===== src/rtl/bf16_fpu.sv =====
// bf16_fpu: combinational bfloat16 add/sub/mul/div with round-to-nearest-even and an overflow flag.
// Latency: 0 cycles; out_o/overflow_o are a pure function of mode_i, in1_i and in2_i.
// Backpressure: none; no handshake, the result is valid whenever the inputs are stable.
// Ports: clk/rst are present only for interface uniformity and do not affect the outputs.
//        mode_i one-hot op select (0001 add, 0010 sub, 0100 mul, 1000 div), in1_i/in2_i operands,
//        out_o bfloat16 result, overflow_o set when finite operands produce a too-large result.
module bf16_fpu (
    input  logic        clk,
    input  logic        rst,
    input  logic [3:0]  mode_i,
    input  logic [15:0] in1_i,
    input  logic [15:0] in2_i,
    output logic [15:0] out_o,
    output logic        overflow_o
);

    localparam logic [15:0] QNAN = 16'h7FC0;

    // No state is held; clk and rst are deliberately ignored.
    logic unused_clk_rst;
    assign unused_clk_rst = clk ^ rst;

    // Rounds a normalized significand (leading one in mant[7]) with guard/round/sticky,
    // handles the carry-out into the exponent, then saturates to inf or flushes to zero.
    // Returns {overflow, result}.
    function automatic logic [16:0] round_pack(
        input logic               sgn,
        input logic signed [10:0] exp_in,
        input logic [7:0]         mant,
        input logic               g,
        input logic               r,
        input logic               s
    );
        logic               up;
        logic [8:0]         m9;
        logic signed [10:0] exp_r;
        logic [6:0]         frac;
        up = g & (r | s | mant[0]);
        m9 = {1'b0, mant} + {8'd0, up};
        if (m9[8]) begin
            // 1.1111111 + ulp = 10.0000000: bump exponent, fraction becomes zero
            exp_r = exp_in + 11'sd1;
            frac  = 7'd0;
        end else begin
            exp_r = exp_in;
            frac  = m9[6:0];
        end
        if (exp_r >= 11'sd255)
            round_pack = {1'b1, sgn, 8'hFF, 7'd0};
        else if (exp_r < 11'sd1)
            round_pack = {1'b0, sgn, 15'd0};
        else
            round_pack = {1'b0, sgn, exp_r[7:0], frac};
    endfunction

    // Operand decode
    logic       s1, s2;
    logic [7:0] e1, e2;
    logic [6:0] f1, f2;
    logic [7:0] m1, m2;
    logic       z1, z2, inf1, inf2, nan1, nan2;

    assign s1   = in1_i[15];
    assign s2   = in2_i[15];
    assign e1   = in1_i[14:7];
    assign e2   = in2_i[14:7];
    assign f1   = in1_i[6:0];
    assign f2   = in2_i[6:0];
    assign m1   = {1'b1, f1};
    assign m2   = {1'b1, f2};
    // exponent 0 covers both true zero and flushed subnormals
    assign z1   = (e1 == 8'h00);
    assign z2   = (e2 == 8'h00);
    assign inf1 = (e1 == 8'hFF) && (f1 == 7'd0);
    assign inf2 = (e2 == 8'hFF) && (f2 == 7'd0);
    assign nan1 = (e1 == 8'hFF) && (f1 != 7'd0);
    assign nan2 = (e2 == 8'hFF) && (f2 != 7'd0);

    logic is_add, is_sub, is_mul, is_div;
    assign is_add = (mode_i == 4'b0001);
    assign is_sub = (mode_i == 4'b0010);
    assign is_mul = (mode_i == 4'b0100);
    assign is_div = (mode_i == 4'b1000);

    // ---------------- add / sub ----------------
    logic               sb;        // effective sign of operand B
    logic               eff_sub;
    logic               swap;
    logic               sa;        // sign of the larger-magnitude operand
    logic [7:0]         ea, eb, ma, mb, d;
    logic [10:0]        a_al, b_al; // {significand, guard, round, sticky}
    logic [18:0]        b_full;
    logic [11:0]        sum;
    logic [3:0]         lz;
    logic [10:0]        norm;
    logic [7:0]         add_mant;
    logic               add_g, add_r, add_s;
    logic signed [10:0] add_exp;
    logic               add_zero;
    logic [16:0]        add_res;

    always_comb begin
        sb      = s2 ^ is_sub;
        eff_sub = s1 ^ sb;
        swap    = ({e2, f2} > {e1, f1});
        ea      = swap ? e2 : e1;
        eb      = swap ? e1 : e2;
        ma      = swap ? m2 : m1;
        mb      = swap ? m1 : m2;
        sa      = swap ? sb : s1;
        d       = ea - eb;
        a_al    = {ma, 3'b000};
        b_full  = {mb, 11'd0} >> d;
        if (d >= 8'd11)
            b_al = 11'd1;          // B lies entirely below the sticky position
        else
            b_al = {b_full[18:9], |b_full[8:0]};

        if (eff_sub)
            sum = {1'b0, a_al} - {1'b0, b_al};
        else
            sum = {1'b0, a_al} + {1'b0, b_al};
        add_zero = (sum == 12'd0);

        lz = 4'd0;
        for (int i = 0; i <= 10; i++) begin
            if (sum[i]) lz = 4'(10 - i);
        end
        norm = sum[10:0] << lz;

        if (sum[11]) begin
            // carry out of the significand add: shift right by one, fold bits into sticky
            add_mant = sum[11:4];
            add_g    = sum[3];
            add_r    = sum[2];
            add_s    = |sum[1:0];
            add_exp  = $signed({3'b000, ea}) + 11'sd1;
        end else begin
            add_mant = norm[10:3];
            add_g    = norm[2];
            add_r    = norm[1];
            add_s    = norm[0];
            add_exp  = $signed({3'b000, ea}) - $signed({7'd0, lz});
        end
        add_res = round_pack(sa, add_exp, add_mant, add_g, add_r, add_s);
    end

    // ---------------- mul ----------------
    logic [15:0]        prod;
    logic signed [10:0] mul_exp;
    logic [16:0]        mul_res;

    always_comb begin
        prod    = m1 * m2;
        mul_exp = $signed({3'b000, e1}) + $signed({3'b000, e2}) - 11'sd127;
        if (prod[15])
            mul_res = round_pack(s1 ^ s2, mul_exp + 11'sd1, prod[15:8], prod[7], prod[6], |prod[5:0]);
        else
            mul_res = round_pack(s1 ^ s2, mul_exp, prod[14:7], prod[6], prod[5], |prod[4:0]);
    end

    // ---------------- div ----------------
    // Restoring division: quo holds m1/m2 scaled by 2^11 (12 quotient bits).
    logic [9:0]         rem;
    logic [11:0]        quo;
    logic               rem_nz;
    logic signed [10:0] div_exp;
    logic [16:0]        div_res;

    always_comb begin
        rem = {2'b00, m1};
        quo = 12'd0;
        for (int i = 11; i >= 0; i--) begin
            if (rem >= {2'b00, m2}) begin
                quo[i] = 1'b1;
                rem    = rem - {2'b00, m2};
            end
            rem = rem << 1;
        end
        rem_nz  = (rem != 10'd0);
        div_exp = $signed({3'b000, e1}) - $signed({3'b000, e2}) + 11'sd127;
        if (quo[11])
            div_res = round_pack(s1 ^ s2, div_exp, quo[11:4], quo[3], quo[2], |quo[1:0] | rem_nz);
        else
            div_res = round_pack(s1 ^ s2, div_exp - 11'sd1, quo[10:3], quo[2], quo[1], quo[0] | rem_nz);
    end

    // ---------------- result select and special cases ----------------
    always_comb begin
        out_o      = 16'h0000;
        overflow_o = 1'b0;
        if (is_add || is_sub) begin
            if (nan1 || nan2)
                out_o = QNAN;
            else if (inf1 && inf2)
                out_o = (s1 != sb) ? QNAN : {s1, 8'hFF, 7'd0};
            else if (inf1)
                out_o = {s1, 8'hFF, 7'd0};
            else if (inf2)
                out_o = {sb, 8'hFF, 7'd0};
            else if (z1 && z2)
                out_o = {s1 & sb, 15'd0};
            else if (z1)
                out_o = {sb, in2_i[14:0]};
            else if (z2)
                out_o = in1_i;
            else if (add_zero)
                out_o = 16'h0000;   // exact cancellation is always +0
            else begin
                out_o      = add_res[15:0];
                overflow_o = add_res[16];
            end
        end else if (is_mul) begin
            if (nan1 || nan2 || (z1 && inf2) || (inf1 && z2))
                out_o = QNAN;
            else if (inf1 || inf2)
                out_o = {s1 ^ s2, 8'hFF, 7'd0};
            else if (z1 || z2)
                out_o = {s1 ^ s2, 15'd0};
            else begin
                out_o      = mul_res[15:0];
                overflow_o = mul_res[16];
            end
        end else if (is_div) begin
            if (nan1 || nan2 || (z1 && z2) || (inf1 && inf2))
                out_o = QNAN;
            else if (inf1 || z2)
                out_o = {s1 ^ s2, 8'hFF, 7'd0};
            else if (inf2 || z1)
                out_o = {s1 ^ s2, 15'd0};
            else begin
                out_o      = div_res[15:0];
                overflow_o = div_res[16];
            end
        end
    end

endmodule


===== config.mk =====
export PLATFORM = sky130hd
export DESIGN_NAME = bf16_fpu
export DESIGN_NICKNAME = d
export VERILOG_FILES = /design/src/rtl/bf16_fpu.sv
export SDC_FILE = /design/constraint.sdc
export NUM_CORES = 1
export LEC_CHECK = 0
export BUFFER_PORTS_ARGS = -buffer_cell sky130_fd_sc_hd__buf_2
export CORE_MARGIN = 1.5
export CORE_UTILIZATION = 55
export DETAILED_ROUTE_END_ITERATION = 10
export GPL_TIMING_DRIVEN = 0
export PLACE_DENSITY = 0.74
export SLEW_MARGIN = 20
export SYNTH_ARGS = -nofsm -noshare
export SYNTH_HDL_FRONTEND = slang
export SYNTH_SLANG_ARGS = --single-unit
export TNS_END_PERCENT = 100

===== constraint.sdc =====
create_clock -name vclk -period 28.5
set_clock_uncertainty 0.15 [all_clocks]
set_input_delay 1.425 -clock vclk [all_inputs]
set_output_delay 1.425 -clock vclk [all_outputs]
set_load 0.02 [all_outputs]

# After elaboration in Yosys (flattened, before gate mapping)
# Cells that the tools add are included.
# W data, S select, Z words.
word_totals:
  regBits: 0
  out_inout_bits: 17
  elab_cells: 226
classes:
  n_reduce_logical: 31
  mux: 108
  n_shift: 2
  n_eq_ne: 7
  add_sub_neg: 32
  multipliers: 1
  n_bitwise: 21
  n_lt_le_gt_ge: 24
op_table:
  columns: ["operator", "n"]
  rows:
  - ["$mux W16", 18]
  - ["$mux W11", 11]
  - ["$mux W17", 7]
  - ["$ge A10 B8 Y1", 11]
  - ["$mux W9", 12]
  - ["$sub A9 B8 Y9", 11]
  - ["$mux W15", 5]
  - ["$ge A11 B9 Y1 const B", 5]
  - ["$lt A11 B2 Y1 const B", 5]
  - ["$mux W7", 7]
  - ["$add A8 B1 Y9", 5]
  - ["$mux W4", 11]
  - ["$add A11 B2 Y11 const B", 3]
  - ["$mux W1", 33]
  - ["$mux W8", 3]
  - ["$add A10 B2 Y11 const B", 2]
  - ["$shr A19 B8 Y19", 1]
  - ["$sub A8 B8 Y9", 2]
  - ["$eq A8 B8 Y1 const B", 2]
  - ["$logic_not A8 Y1", 2]
  - ["$mul A8 B8 Y16", 1]
  - ["$gt A15 B15 Y1", 1]
  - ["$logic_not A7 Y1", 2]
  - ["$reduce_bool A7 Y1", 2]
  - ["other kinds (29)", 64]

# Logic depth before layout (Yosys ltp)
logic_depth:
  ltp_word: 42
  mapped_depth: 137
  mapped_depth_nobuf: 127

# Worst setup path before layout
# No wires, ideal clock.
synth_path:
  path_kind: "in2out"
  startpoint: "in in1_i[4]"
  endpoint: "out out_o[13]"
  t_required_ns: 26.925
  arrival_time_ns: 25.177
  slack_ns: 1.748
  stages: 128
  path_cell_list: "clkbuf_1 -> clkinv_1 -> ha_1 -> buf_2 -> a211o_1 -> a21oi_1 -> o21ai_2 -> clkbuf_1 -> o21ai_0 -> ha_1 -> nor2b_1 -> o31a_1 -> o41a_1 -> a21oi_1 -> o21ai_1 -> buf_2 -> mux2_2 -> ha_1 -> (+92 left out) -> nand2b_1 -> a21oi_1 -> inv_1 -> a211o_1 -> o2bb2ai_2 -> nor2_1 -> nor2_1 -> ha_1 -> and4_1 -> o31ai_2 -> o21ai_0 -> o41a_1 -> xnor2_1 -> o41ai_1 -> a22oi_1 -> o211ai_1 -> a21oi_1 -> or4_1"
synth_between:
  elab_chain_cells: 42
synth_lines:
  columns: ["item", "line_no", "text"]
  rows:
  - ["from (decl)", "11", "input logic [15:0] in1_i,"]
  - ["$sub A8 B8 Y9 / $ge A8 B8 Y1 (equally long branches)", "176, 174", null]
  - ["$mux W9", "174", "if (rem >= {2'b00, m2}) begin"]
  - ["$sub A9 B8 Y9 / $ge A10 B8 Y1 (equally long branches)", "176, 174", null]
  - ["$mux W9", "174", null]
  - ["$sub A9 B8 Y9 / $ge A10 B8 Y1 (equally long branches)", "176, 174", null]
  - ["$mux W9", "174", null]
  - ["$sub A9 B8 Y9 / $ge A10 B8 Y1 (equally long branches)", "176, 174", null]
  - ["$mux W9", "174", null]
  - ["(+26 left out)", null, null]
  - ["$mux W17", "48", "if (exp_r >= 11'sd255)"]
  - ["$mux W17", "182", "if (quo[11])"]
  - ["$mux W16", "229", "else if (inf2 || z1)"]
  - ["$mux W16", "227", "else if (inf1 || z2)"]
  - ["$mux W16", "225", "if (nan1 || nan2 || (z1 && z2) || (inf1 && inf2))"]
  - ["$mux W16", "224", "end else if (is_div) begin"]
  - ["$mux W16", "213", "end else if (is_mul) begin"]
  - ["$mux W16 (*)", "192", "if (is_add || is_sub) begin"]
  - ["to (decl)", "13", "output logic [15:0] out_o,"]
# Every way passes the cells marked *; elsewhere a longest branch is shown, timed or not. The select of a mux whose other input is x is not followed.

# Worst setup path after layout
layout_path:
  startpoint: "in in1_i[5]"
  endpoint: "out out_o[13]"
layout_between:
  elab_chain_cells: 42
layout_lines:
  columns: ["item", "line_no"]
  rows:
  - ["$sub A8 B8 Y9 / $ge A8 B8 Y1 (equally long branches)", "176, 174"]
  - ["$mux W9", "174"]
  - ["$sub A9 B8 Y9 / $ge A10 B8 Y1 (equally long branches)", "176, 174"]
  - ["$mux W9", "174"]
  - ["$sub A9 B8 Y9 / $ge A10 B8 Y1 (equally long branches)", "176, 174"]
  - ["$mux W9", "174"]
  - ["$sub A9 B8 Y9 / $ge A10 B8 Y1 (equally long branches)", "176, 174"]
  - ["$mux W9", "174"]
  - ["(+26 left out)", null]
  - ["$mux W17", "48"]
  - ["$mux W17", "182"]
  - ["$mux W16", "229"]
  - ["$mux W16", "227"]
  - ["$mux W16", "225"]
  - ["$mux W16", "224"]
  - ["$mux W16", "213"]
  - ["$mux W16 (*)", "192"]
# Marked as above.

==> summary.txt <==
Job
  • Total of max-cap violations: 0

Setup path
  • Critical setup path kind: input pin to primary output
  • Crit path DAT: around 26 ns
  • Crit path launch: in1_i[5]
  • Crit path launch type: input pin
  • CP most frequent cell: o21a_1
  • Element type at the critical path end: primary output
  • Worst path max stage delay: 0.60 ns
  • WP data required: 26.92 ns
  • Critical path peak fanout: 10
  • Crit path max-delay cell type: or4_4

Synth
  • Mean post-synth cell area: 6.88 sq um
  • Yosys cell types: around 110
  • Post-Syn Nets: 2435
  • Syn. warnings: 0
  • Synth Cell Area: 15000 sq um
  • Cells after Synth: 2175
  • Seq/Total Area, Yosys: 0%

Global route
  • Initial antenna violation count: 1
  • Gr ovfl total: 0
  • Total track usage: 35.1%
  • Largest net degree at the start of global routing: 19
  • First-pass GRT wire length: 81800 microns
  • Number of global-route vias before repair: around 16000

STA
  • Final period util: 96.4%
  • Max-slew headroom at the worst pin: between 30% and 40%
  • Worst Max-Slew Pin Slew: 0.912 ns
  • Slew Viols, Final: 0
  • Final min period: between 20 and 30 ns
  • Final Hold Vio Count: 0
  • Setup violations, final: 0
  • Max Clock Freq: 36.4 MHz

Finish
  • Share of layout cells above drive strength 1: 13.6%
  • Clock buffer count: 0
  • Fin area: roughly 17000 sq um
  • Final-layout fill cell count: 2525
  • Seq Cell Count: 0
  • Reg area: 0 sq um
  • Antenna diodes: 0
  • Area delta synth->final: 11.1%
  • Multi-input combinational cell area: between 10000 and 15000 sq um
  • Fin nets: 2542
  • Final core area utilization: 62.1%

Detailed routing
  • Antenna Nets Post-Route: 0
  • Total Wirelength: 52200 microns
  • Routed vias: about 17000
  • Residual DRC: 0
  • DRC violation total after the first TritonRoute iteration: 1758
  • Drt via density: 6.63
  • Initial DRT Pass Iterations: 6
  • Avg WL per Cell: around 20 microns

Outcome
  • Status: finished, final reports clean

Floorplanning
  • Die area: ~28000 sq um
  • I/O pin count: 55
  • Cell row count: 60
  • Initial core utilization: 55.9%
  • Core ar.: 26800 sq um
  • Die Y: 168 microns
  • Die width: 168 microns

Placed design
  • Detail Placement HPWL: 41100 microns
  • Gpl congestion: about 1.0
  • Area post-placement: 15700 sq um
  • Port Buffers: 53

Worst hold path
  • Worst hold path type: input pin to primary output
  • Hold_sp: in2_i[7]

CTS
  • Hold-fix buffers at CTS: 0
## per-layer routing
metal  global-route usage [%]  routed length (microns)  up-vias
li1                         -                        -     8185
met1                     45.4                    22000     8254
met2                     60.3                    24100      773
met3                     3.29                     3900      160
met4                     13.0                     2260        2
met5                        0                       16        -
## kinds of logic (layout without fill, tap and decap cells)
kind of cell             count (synthesis)  after routing  share of synthesized area (%)
adder cells (fa/ha/maj)                222            222                           20.7
multiplexers                            79             79                           6.13
XOR/XNOR                               164            164                           9.69
AO/OA/AOI/OAI                          660            660                           30.7
AND/OR/NAND/NOR                        810            810                           26.5
buffers and inverters                  240            345                           6.38
## synthesized netlist by cell type (13+ instances only)
master	count	area, sq um
nor2_1	260	976
ha_1	180	2250
nand2_1	176	661
a21oi_1	160	801
inv_1	154	578
o21ai_0	111	556
xnor2_1	109	955
nor3_1	69	345
nand3_1	65	325
xor2_1	53	464
clkbuf_1	50	188
mux2i_1	50	500
a21o_1	47	353
fa_1	42	841
a211oi_1	40	300
nand4_1	31	194
o21a_1	31	233
nand2b_1	30	188
nor2b_1	26	163
o211ai_1	26	195
and3_1	25	156
o21bai_1	25	188
and2_1	20	125
mux2_2	19	214
nor4_1	18	113
or3_1	18	113
a31oi_1	17	106
o31ai_1	17	128
buf_2	14	70.1
or2_2	14	87.6
a21boi_0	13	97.6
a22oi_1	13	97.6
## stage by stage
step	hold WS, ns	setup WS (ns)	TNS, ns	instances
5_1_grt	3.20	-0.275	-1.34	2621
3_3_place_gp	3.17	-2.90	-41.77	2569
3_5_place_dp	3.17	-3.46	-49.57	2569
2_1_floorplan	2.88	1.75	0	2175
6_report	3.19	1.01	0	2621
4_1_cts	3.17	0.00647	0	2583
## final timing paths
check	end	cells past startpoint
setup / recovery	out_o[13]	127
hold / removal	out_o[7]	4
## worst max-delay path: cells and delay by family
family          cells  cell delay [ns]
buf+inv            19             2.95
xor+xnor            1             0.21
simple gates       37             6.57
fa+ha+maj          11             3.33
mux                 4             1.07
compound gates     55            10.26
## placed cells by master, fill, tap and decap left out, drive strengths merged, types with 8 or more instances in the layout
cell	n
a22oi	13
xnor2	110
a2111oi	12
mux2	22
nand3	66
fa	42
o21ai	118
inv	149
nand4	32
or3	19
a21o	47
a41oi	8
ha	180
o211ai	27
nand3b	10
or2	16
a21oi	161
nand2b	31
nor2b	26
nor4	19
buf	137
a31oi	17
nand2	178
a32oi	9
a21boi	17
o21a	31
o22ai	11
o31ai	20
mux2i	52
a211o	12
and3	25
clkbuf	45
xor2	54
a211oi	44
nor3	71
o21bai	25
and2	21
nor2	261
## area by class of cell
type	count	area share [%]
Timing Repair Buffer	106	4.11
Inverter	163	3.95
Buffer	76	2.54
Multi-Input combinational cell	1935	86.8
Tap cell	341	2.56
## repair_timing
action | in CTS | in global routing
pin swaps | 12 | 30
gates cloned | 0 | 1
buffers inserted | 15 | 37
setup endpoints to repair | 16 | 16
resized for setup | 67 | 97
Power is left out: the tool's default activity adds up to more than one toggle a clock period on the data nets, which glitch-free logic cannot reach.
